--- src/rtl/branch_train_queue.sv ---
// Branch training queue: buffers resolved branch outcomes from ROB commit
// and presents them in commit order to the predictor, with perf counters.
module branch_train_queue #(
  parameter int DEPTH = 8,
  parameter int PTR_W = 3,
  parameter int CNT_W = 32
) (
  input  logic             clk,
  input  logic             rst,
  input  logic             rdy,
  input  logic             commit_valid,
  input  logic             commit_is_branch,
  input  logic [31:0]      commit_pc,
  input  logic [31:0]      commit_ins,
  input  logic             commit_taken,
  input  logic             commit_mispredict,
  output logic             commit_ready,
  output logic             enable_from_rob,
  input  logic             train_ready,
  output logic             if_jump,
  output logic [31:0]      code,
  output logic [31:0]      train_pc,
  output logic [CNT_W-1:0] branch_cnt,
  output logic [CNT_W-1:0] mispredict_cnt
);
  localparam logic [PTR_W:0] FULL_CNT = (PTR_W+1)'(DEPTH);

  logic [PTR_W-1:0] r_rd_ptr, r_wr_ptr;
  logic [PTR_W:0]   r_count;
  logic [31:0]      r_pc  [DEPTH];
  logic [31:0]      r_ins [DEPTH];
  logic [DEPTH-1:0] r_taken;
  logic [CNT_W-1:0] r_branch_cnt, r_mispredict_cnt;
  logic             w_full, w_empty, w_push, w_pop;

  assign w_full  = (r_count == FULL_CNT);
  assign w_empty = (r_count == '0);
  // Push is gated by full only, so a same-cycle pop never frees a slot early.
  assign w_push  = rdy & commit_valid & commit_is_branch & ~w_full;
  assign w_pop   = rdy & ~w_empty & train_ready;

  always_ff @(posedge clk or negedge rst) begin
    if (!rst) begin
      r_rd_ptr         <= '0;
      r_wr_ptr         <= '0;
      r_count          <= '0;
      r_branch_cnt     <= '0;
      r_mispredict_cnt <= '0;
    end else begin
      if (w_push) begin
        r_wr_ptr         <= r_wr_ptr + PTR_W'(1);
        r_branch_cnt     <= r_branch_cnt + CNT_W'(1);
        r_mispredict_cnt <= r_mispredict_cnt + CNT_W'(commit_mispredict);
      end
      if (w_pop)
        r_rd_ptr <= r_rd_ptr + PTR_W'(1);
      case ({w_push, w_pop})
        2'b10:   r_count <= r_count + (PTR_W+1)'(1);
        2'b01:   r_count <= r_count - (PTR_W+1)'(1);
        default: r_count <= r_count;
      endcase
    end
  end

  // Entry storage carries no reset; validity is tracked by r_count alone.
  always_ff @(posedge clk) begin
    if (w_push) begin
      r_pc[r_wr_ptr]    <= commit_pc;
      r_ins[r_wr_ptr]   <= commit_ins;
      r_taken[r_wr_ptr] <= commit_taken;
    end
  end

  assign commit_ready    = ~w_full;
  assign enable_from_rob = ~w_empty;
  assign if_jump         = w_empty ? 1'b0  : r_taken[r_rd_ptr];
  assign code            = w_empty ? 32'd0 : r_ins[r_rd_ptr];
  assign train_pc        = w_empty ? 32'd0 : r_pc[r_rd_ptr];
  assign branch_cnt      = r_branch_cnt;
  assign mispredict_cnt  = r_mispredict_cnt;

endmodule

--- config.mk ---
export PLATFORM = sky130hd
export DESIGN_NAME = branch_train_queue
export DESIGN_NICKNAME = d
export VERILOG_FILES = /design/src/rtl/branch_train_queue.sv
export SDC_FILE = /design/constraint.sdc
export NUM_CORES = 1
export LEC_CHECK = 0
export ABC_AREA = 1
export BUFFER_PORTS_ARGS = -buffer_cell sky130_fd_sc_hd__buf_2
export CORE_MARGIN = 2
export CORE_UTILIZATION = 45
export DETAILED_ROUTE_END_ITERATION = 10
export SETUP_SLACK_MARGIN = 0.5
export SLEW_MARGIN = 20
export SYNTH_ARGS = -nofsm -noshare
export SYNTH_HDL_FRONTEND = slang
export SYNTH_SLANG_ARGS = --single-unit
--- constraint.sdc ---
create_clock -name clk -period 9.5 [get_ports clk]
set_input_delay 1.9 -clock clk [delete_from_list [all_inputs] [get_ports clk]]
set_output_delay 1.9 -clock clk [all_outputs]
set_load 0.01 [all_outputs]
==> flow_metrics.env <==
export IMPL_clk_latency_ns=0.63
export IMPL_async_reset_ff_share_pct=12.5
export IMPL_cts_resized=0
export IMPL_synth_cells=2100
export IMPL_cts_path_max_buffers=3
export IMPL_cts_root_buf="clkbuf_16"
export IMPL_fin_nets=2354
export IMPL_synth_top_family_by_area="simple AND/OR/NAND/NOR gates"
export IMPL_synthAdderAreaFrac_pct=0.409
export IMPL_setup_tns_ns=0
export IMPL_min_path_type="flip-flop to flip-flop"
export IMPL_crit_required_ns=7.60
export IMPL_avgRoutedWirePerCell_um=19.3
export IMPL_timing_fmax_mhz=168
export IMPL_synth_edf_count=520
export IMPL_area_growth_pct=14.8
export IMPL_dieArea_sq_um=56300
export IMPL_detailedPlace_worstSlack_ns=3.96
export IMPL_synthTopCellsByArea="edfxtp_1 (64%), nor2_1 (8.2%), dfrtp_1 (7.6%)"
export IMPL_drive_gt1_share_pct=14.9
export IMPL_initial_core_util_pct=45.5
export IMPL_synth_flop_cell="edfxtp_1"
export IMPL_power_mw=7.97
export IMPL_yosysWarnings=0
export IMPL_drv_slew=0
export IMPL_dp_cells=2907
export IMPL_synth_compound_area_share_pct=9.19
export IMPL_path_clk_slew_ns=0.06
export IMPL_yosysTopAreaCell="edfxtp_1"
export IMPL_synthDistinctLibCells=34
export IMPL_wl_mm=58.6
export IMPL_utilization_pct=52.2
export IMPL_synth_common_cells="nor2_1 (538), edfxtp_1 (520), nand2_1 (245)"
export IMPL_postCtsHoldBufs=0
export IMPL_die_h_um=237
export IMPL_worst_slack_ns=3.54
export IMPL_portBuffers=202
export IMPL_dp_hpwl_mm=31.3
export IMPL_cts_htree_levels=2
export IMPL_overflow=0
export IMPL_synth_most_common_cell="nor2_1"
export IMPL_setup_violations=0
export IMPL_cts_sinks=594
export IMPL_cts_setup_buffers=0
export IMPL_rows=85
export IMPL_drtAntennaViolNets=0
export IMPL_critPathKind="flip-flop to primary output"
export IMPL_hold_slack_ns=0.490
export IMPL_start_kind="flip-flop"
export IMPL_die_x_um=237
export IMPL_rsz0062_at_grt="no"
export IMPL_finalCriticalPeriod_ns=5.96
export IMPL_gp_congestion=0.871
export IMPL_drtPass1Iterations=5
export IMPL_worst_slew_pin_slew_ns=1.15
export IMPL_crit_chain="inv_8 -> buf_4 -> o21ai_0 -> o211ai_1 -> nand2_1 -> nor2_1 -> buf_2"
export IMPL_synth_seq_cells=594
export IMPL_powerDensity_nw_per_um2=283
export IMPL_skew_ns=0.0190
export IMPL_post_drt_via_cell_ratio=5.38
export IMPL_syn_avg_cell_area_sq_um=11.7
export IMPL_core_sq_um=53800
export IMPL_worstPathMaxFanout=157
export IMPL_synthSimpleGateAreaFrac_pct=14.4
export IMPL_leakage_nw=10.3
export IMPL_grt_first_pass_wirelength_mm=90.2
export IMPL_yosysSeqAreaShare_pct=71.3
export IMPL_max_slew_margin_pct=23.2
export IMPL_vias=16300
export IMPL_worst_path_max_delay_cell="buf_4"
export IMPL_critPathMaxStageDelay_ns=0.88
export IMPL_timing_final_crit_share_pct=62.7
export IMPL_muxShareOfSynthArea_pct=0
export IMPL_vdd_ir_drop_max_uv=159
export IMPL_path_buf_inv=3
export IMPL_place_area_sq_um=26000
export IMPL_fillers=4673
export IMPL_maxCapViolations=0
export IMPL_grt_usage_pct=20.6
export IMPL_drt_iter0_drc=1331
export IMPL_netlist_area_sq_um=24500
export IMPL_layout_cells_non_filler=3030
export IMPL_post_synth_top_area_fraction_pct=63.8
export IMPL_numCtsBuffers=61
export IMPL_hold_viol_final=0
export IMPL_cp_end_kind="primary output"
export IMPL_fin_area_sq_um=28100
export IMPL_arrival_ns=4.06
export IMPL_drcViolationCount=0
export IMPL_grt_max_degree=158
export IMPL_status="completed"
export IMPL_grt_pass1_vias=15600
export IMPL_tritoncts="yes"
export IMPL_syn_nets=2180
export IMPL_crit_family="buffers and inverters"
export IMPL_ioPinCount=203
export IMPL_synth_xor_area_share_pct=1.29
export IMPL_antenna_found_initial=11
sequential cells by signal (all words and copies together), names as in the netlist:
name,flops
branch_cnt,32
r_count,4
r_rd_ptr,3
r_ins,256
r_taken,8
mispredict_cnt,32
r_wr_ptr,3
r_pc,256
cells by family after synthesis:
group,after synthesis
and+or+nand+nor,879
DFF,594
AOI/OAI and AO/OA,401
buffers and inverters,182
xor gates and xnor gates,36
adders and majority gates,8
worst register-to-register path: stages (launching register included):
cell and delay, ns:
dfrtp_1 0.41, inv_1 0.13, nor2_2 0.06, nand2_4 0.12
nand2_4 0.22, inv_2 0.32, nand2_1 0.31, nor2_4 0.80
buf_4 0.77
placed cells by master (no fill, tap or decap), drive strengths merged, types with 20 or more instances in the layout:
cell type,count
nand2,248
o211ai,65
xor2,20
nor2,548
edfxtp,520
inv,71
o21ai,270
dfrtp,74
clkinv,33
nand3,52
clkbuf,71
o22ai,65
buf,222
power by group:
group	switching, mW	leakage (nW)	internal [mW]
clock network	1.00	0.997	1.42
registers	0.172	5.67	2.96
logic	1.63	3.65	0.777
area by class of cell:
| cell class | count | area, sq um | share of cell area [%] |
|---|---|---|---|
| sequential | 594 | 17500 | 62.2 |
| inverter | 71 | 275 | 0.979 |
| multi-input combinational | 1324 | 6260 | 22.3 |
| clock buffer | 71 | 1560 | 5.56 |
| antenna | 7 | 17.5 | 0.0623 |
| timing repair buffer | 222 | 1170 | 4.15 |
| clock inverter | 45 | 479 | 1.70 |
| tap | 696 | 871 | 3.10 |
metal layers:
metal  vias to the layer above  GRT usage [%]  wire length [um]
li1                       7745              -                 -
met1                      8023           27.8             26200
met2                       404           34.1             27900
met3                       112           3.99              3200
met4                        12           6.14              1250
met5                         -              0                80
final timing paths:
| path | start | slack [ns] | to | cells after the start |
|---|---|---|---|---|
| max | r_rd_ptr[0]$_DFFE_PN0P_ | 3.54 | code[28] | 7 |
| min | mispredict_cnt[31]$_DFFE_PN0P_ | 0.49 | mispredict_cnt[31]$_DFFE_PN0P_ | 2 |
| max reg2reg | r_count[3]$_DFFE_PN0P_ | 5.95 | r_ins[1][20]$_DFFE_PP_ | 8 |
| min reg2reg | mispredict_cnt[31]$_DFFE_PN0P_ | 0.49 | mispredict_cnt[31]$_DFFE_PN0P_ | 2 |
| max in group asynchronous | rst | 7.31 | r_rd_ptr[2]$_DFFE_PN0P_ | 1 |
| min in group asynchronous | rst | 1.42 | mispredict_cnt[15]$_DFFE_PN0P_ | 1 |
No activity file was read; power rests on OpenSTA's default activity.
